==> config.mk <==
export PLATFORM = sky130hd
export DESIGN_NAME = lopd_norm_seq
export DESIGN_NICKNAME = d
export VERILOG_FILES = /design/src/rtl/lopd_norm_seq.sv
export SDC_FILE = /design/constraint.sdc
export NUM_CORES = 1
export LEC_CHECK = 0
export CORE_MARGIN = 5
export CORE_UTILIZATION = 50
export DETAILED_ROUTE_END_ITERATION = 12
export GPL_TIMING_DRIVEN = 0
export PLACE_DENSITY = 0.8
export REMOVE_ABC_BUFFERS = 1
export SLEW_MARGIN = 20
export SYNTH_ARGS = -nofsm -noshare
export SYNTH_HDL_FRONTEND = slang
export SYNTH_HIERARCHICAL = 1
export SYNTH_SLANG_ARGS = --single-unit
==> constraint.sdc <==
create_clock -name i_clk -period 7.5 [get_ports i_clk]
set_clock_uncertainty 0.1 [all_clocks]
set_input_delay 1.125 -clock i_clk [delete_from_list [all_inputs] [get_ports i_clk]]
set_output_delay 1.125 -clock i_clk [all_outputs]
set_load 0.03 [all_outputs]
==> src/rtl/lopd_norm_seq.sv <==
// lopd_norm_seq: multi-cycle mantissa normalizer.
// Scans a DATA_W-bit operand one 16-bit chunk per cycle, MSB chunk first, through
// a single shared leading-one detector. It then left-shifts the operand once so
// that its MSB is 1.
// Ports:
//   i_clk, i_rst         clock, asynchronous active-high reset
//   i_valid/o_ready      operand handshake (o_ready is high only in IDLE)
//   i_data               operand to normalize
//   o_valid/i_ready      result handshake (o_valid is high only in DONE)
//   o_data               i_data << o_lz_count (zero for a zero operand)
//   o_lz_count           leading-zero count, 0..DATA_W
//   o_zero_flag          operand was all zeros
//   o_busy               block is not idle

// lopd_16bit: leading-one position detector for a 16-bit word.
//   d     input word
//   pos   bit index of the most significant 1 (15 = MSB); 0 when d is zero
//   zero  d is all zeros
module lopd_16bit (
  input  logic [15:0] d,
  output logic [3:0]  pos,
  output logic        zero
);

  always_comb begin
    pos = '0;
    // Later iterations win, so the highest set bit determines pos.
    for (int unsigned i = 0; i < 16; i++) begin
      if (d[i]) pos = 4'(i);
    end
  end

  assign zero = ~|d;

endmodule

module lopd_norm_seq #(
  parameter int DATA_W = 48,
  parameter int CHUNKS = DATA_W / 16,
  parameter int LZ_W   = $clog2(DATA_W + 1)
) (
  input  logic              i_clk,
  input  logic              i_rst,
  input  logic              i_valid,
  output logic              o_ready,
  input  logic [DATA_W-1:0] i_data,
  output logic              o_valid,
  input  logic              i_ready,
  output logic [DATA_W-1:0] o_data,
  output logic [LZ_W-1:0]   o_lz_count,
  output logic              o_zero_flag,
  output logic              o_busy
);

  localparam int KW = (CHUNKS > 1) ? $clog2(CHUNKS) : 1;

  typedef enum logic [1:0] {
    IDLE,
    SCAN,
    SHIFT,
    DONE
  } state_t;

  state_t            state;
  logic [DATA_W-1:0] opnd;
  logic [KW-1:0]     k;
  logic [LZ_W-1:0]   lz;

  logic [15:0]       chunk;
  logic [3:0]        lopd_pos;
  logic              lopd_zero;
  logic [LZ_W-1:0]   lz_scan;

  // A mux over constant part-selects avoids a variable-width shift of the
  // whole operand just to reach one chunk.
  always_comb begin
    chunk = '0;
    for (int unsigned c = 0; c < CHUNKS; c++) begin
      if (k == KW'(c)) chunk = opnd[DATA_W-1-16*c -: 16];
    end
  end

  lopd_16bit u_lopd (
    .d    (chunk),
    .pos  (lopd_pos),
    .zero (lopd_zero)
  );

  // lz = 16k + (15 - pos); 16k is the chunk index with four zero bits appended.
  assign lz_scan = LZ_W'({k, 4'b0000}) + LZ_W'(4'd15 - lopd_pos);

  assign o_ready = (state == IDLE);
  assign o_busy  = (state != IDLE);

  always_ff @(posedge i_clk or posedge i_rst) begin
    if (i_rst) begin
      state       <= IDLE;
      opnd        <= '0;
      k           <= '0;
      lz          <= '0;
      o_valid     <= 1'b0;
      o_data      <= '0;
      o_lz_count  <= '0;
      o_zero_flag <= 1'b0;
    end else begin
      case (state)
        IDLE: begin
          if (i_valid) begin
            opnd  <= i_data;
            k     <= '0;
            state <= SCAN;
          end
        end
        SCAN: begin
          if (!lopd_zero) begin
            lz    <= lz_scan;
            state <= SHIFT;
          end else if (k == KW'(CHUNKS - 1)) begin
            o_data      <= '0;
            o_lz_count  <= LZ_W'(DATA_W);
            o_zero_flag <= 1'b1;
            o_valid     <= 1'b1;
            state       <= DONE;
          end else begin
            k <= k + 1'b1;
          end
        end
        SHIFT: begin
          o_data      <= opnd << lz;
          o_lz_count  <= lz;
          o_zero_flag <= 1'b0;
          o_valid     <= 1'b1;
          state       <= DONE;
        end
        DONE: begin
          if (i_ready) begin
            o_valid <= 1'b0;
            state   <= IDLE;
          end
        end
        default: state <= IDLE;
      endcase
    end
  end

endmodule

==> flow_summary.toml <==
[clocking]
ctsHoldBuffers = 0
clock-root-buffer = "clkbuf_16"
cts_setup_buffers = 0
cts_repair_resize_count = 0
cts_buffers = 17
path_clk_slew_ns = 0.05
cts.sink_count = 114
htreeDepth = 4
clk_latency_ns = 0.42
cts.path.max_buffers = 2
cts_tree = "yes"

[hold_path]
hp-start = "o_data[45]"
hold_path_class = "reg2reg"

[synth]
synth_warnings = 6
ys_seq_area_share_pct = 37.1
synth_seq_cells = 114
ys_async_sr_fraction_pct = 100
synth_cells = 717
synth_cell_types = 57
synth_edf_count = 0
syn_avg_cell_area_um2 = 10.7
synthFlopType = "dfrtp_1"
syn_area_mm2 = 0.00768

[timing]
worstMarginPinSlew_ns = 1.12
rsz0062_at_grt = "false"
fin_tns_setup_ns = 0
hold_viol = 0
whs_ns = 0.377
fin_crit_ns = 4.82
setup_viol = 0
max_slew_margin_pct = 25.0
clock.fmax_ghz = 0.208
drv_slew = 0
period_share_pct = 64.2

[setup_path]
r2r_slack_ns = 2.68
cp-startpoint = "k[1]"
r2r-start = "k[1]"
cp_max_fo = 32
startpoint_type = "flip-flop"
critPathKind = "reg2reg"
cp.arrival_ns = 5.06
cp-end-kind = "flip-flop"
cp.required_ns = 7.74

[die]
start_util_pct = 50.7
num_rows = 45
die-width_um = 134
fp.dieH_um = 134
io_pins = 110
core_area_mm2 = 0.0151
die_area_mm2 = 0.0179

[detailed_routing]
vias_per_cell = 6.31
firstDrtPassIters = 5
route.vias.total = 6296
route.detailed.drc = 0
post_drt_wl_per_cell_um = 20.3
wl_mm = 20.2
drtAntennaViolNets = 0
drtIter0Drc = 822

[grt]
grt_antenna_before_repair = 0
grt-ovfl-total = 0
track_usage_pct = 23.2
grt_pass1_vias = 6130
grt_max_degree = 61
grt_pass1_wl_mm = 32.9

[cells_and_area]
n_fill_cell = 1181
multi_input_area_mm2 = 0.00444
diodes = 0
mostFrequentLayoutCells = "110 x dfrtp_1, 109 x clkdlybuf4s50_1, 90 x nand2_1"
seq_area_mm2 = 0.00286
nets = 859
layout-drive-gt1-share_pct = 19.5
areaGrowthSynthToFinish_pct = 23.2
final_common_cell = "dfrtp_1"

[power]
power.density_mw_per_mm2 = 532
p_leak_nw = 3.84
ir_drop_mv = 0.227

[placed_design]
portBuffers = 109
place_hpwl_mm = 14.9
place.gp.congestion = 0.959

[job]
cap_violations = 0

[status]
outcome = "complete, no violations"
[final timing paths]
| path | endpoint | cells after the start |
|---|---|---|
| max in group asynchronous | lz[0] | 3 |
| max | o_data[7] | 12 |
| min | o_data[45] | 2 |
| max reg2reg | o_data[7] | 12 |
| min reg2reg | o_data[45] | 2 |
| min in group asynchronous | o_data[7] | 2 |
[flip-flops by register name (all words and copies together), names as in the netlist]
signal	count
o_zero_flag	1
k	2
o_data	48
o_valid	1
lz	6
state	2
opnd	48
o_lz_count	6
[routing by layer]
| metal | vias to the layer above | part of all wire [%] | GRT usage (%) | routed length (um) |
|---|---|---|---|---|
| met5 | - | 0 | 0 | 0 |
| met4 | 0 | 2.9 | 11.1 | 585 |
| met3 | 44 | 8.3 | 4.50 | 1670 |
| met2 | 332 | 47 | 35.4 | 9410 |
| met1 | 3039 | 42 | 31.8 | 8530 |
| li1 | 2881 | - | - | - |
[cell type report]
type                    instances  area share [%]
flip-flops and latches        114            30.2
repair buffers                118            13.5
well taps                     188            2.49
inverters                      16           0.687
clock buffers                  23            5.05
multi-input cells             532            47.0
clock inverters                 6            1.11
[kinds of logic (layout without fill, tap and decap cells)]
family,count (synthesis),after routing,share of synthesized area [%]
flip-flops,114,114,37.1
adder cells (fa/ha/maj),8,8,1.30
AO/OA/AOI/OAI,177,177,14.9
AND/OR/NAND/NOR,183,183,10.4
multiplexers,164,164,31.0
buffers and inverters,71,163,5.23
[where the power goes]
group / internal [mW] / switching, mW
combinational: 1.40 / 1.56
sequential: 0.903 / 0.373
clock: 0.540 / 0.263
[metrics by stage]
stage	total power [mW]	instance area (um2)	cells	worst slack, ns	util [%]
global route	5.33	9460	997	2.28	62.5
floorplan	3.20	7340	662	2.56	-
finish	5.03	9460	997	2.68	62.5
global placement	4.05	8660	959	0.820	57.2
detailed placement	4.18	8880	968	2.85	58.6
CTS	5.00	9460	997	2.82	62.5
[cells in the mapped netlist (4+ instances only)]
cell | n | area [um2]
a21oi_1 | 44 | 220
a221oi_1 | 4 | 35.0
a22o_1 | 18 | 158
a22oi_1 | 5 | 37.5
a31oi_1 | 8 | 50.1
a32oi_1 | 7 | 61.3
buf_1 | 8 | 30.0
buf_4 | 5 | 37.5
buf_6 | 4 | 45.0
clkbuf_1 | 27 | 101
clkbuf_8 | 4 | 55.1
dfrtp_1 | 114 | 2850
ha_1 | 8 | 100
inv_1 | 15 | 56.3
mux2_2 | 76 | 856
mux2i_1 | 41 | 410
mux4_1 | 15 | 394
mux4_2 | 32 | 721
nand2_1 | 91 | 342
nand2b_1 | 10 | 62.6
nand3_1 | 12 | 60.1
nor2_1 | 46 | 173
nor2b_1 | 5 | 31.3
nor3_1 | 4 | 20.0
o21ai_0 | 51 | 255
o221ai_1 | 7 | 61.3
o22ai_1 | 4 | 25.0
o31ai_1 | 5 | 37.5
[worst max-delay path, cell delays in order, from the launching register on]
cell and delay [ns]:
dfrtp_1 0.40, inv_1 0.12, ha_1 0.85, nor2_1 0.12, a21oi_1 0.23, o21ai_0 0.23, nor4_1 0.41, nand3_1 0.16
nor2_1 0.25, a21boi_1 0.23, or3b_2 0.67, nor3_1 0.70, a22o_1 0.24
Note: power is estimated with default switching activity, not from simulation.
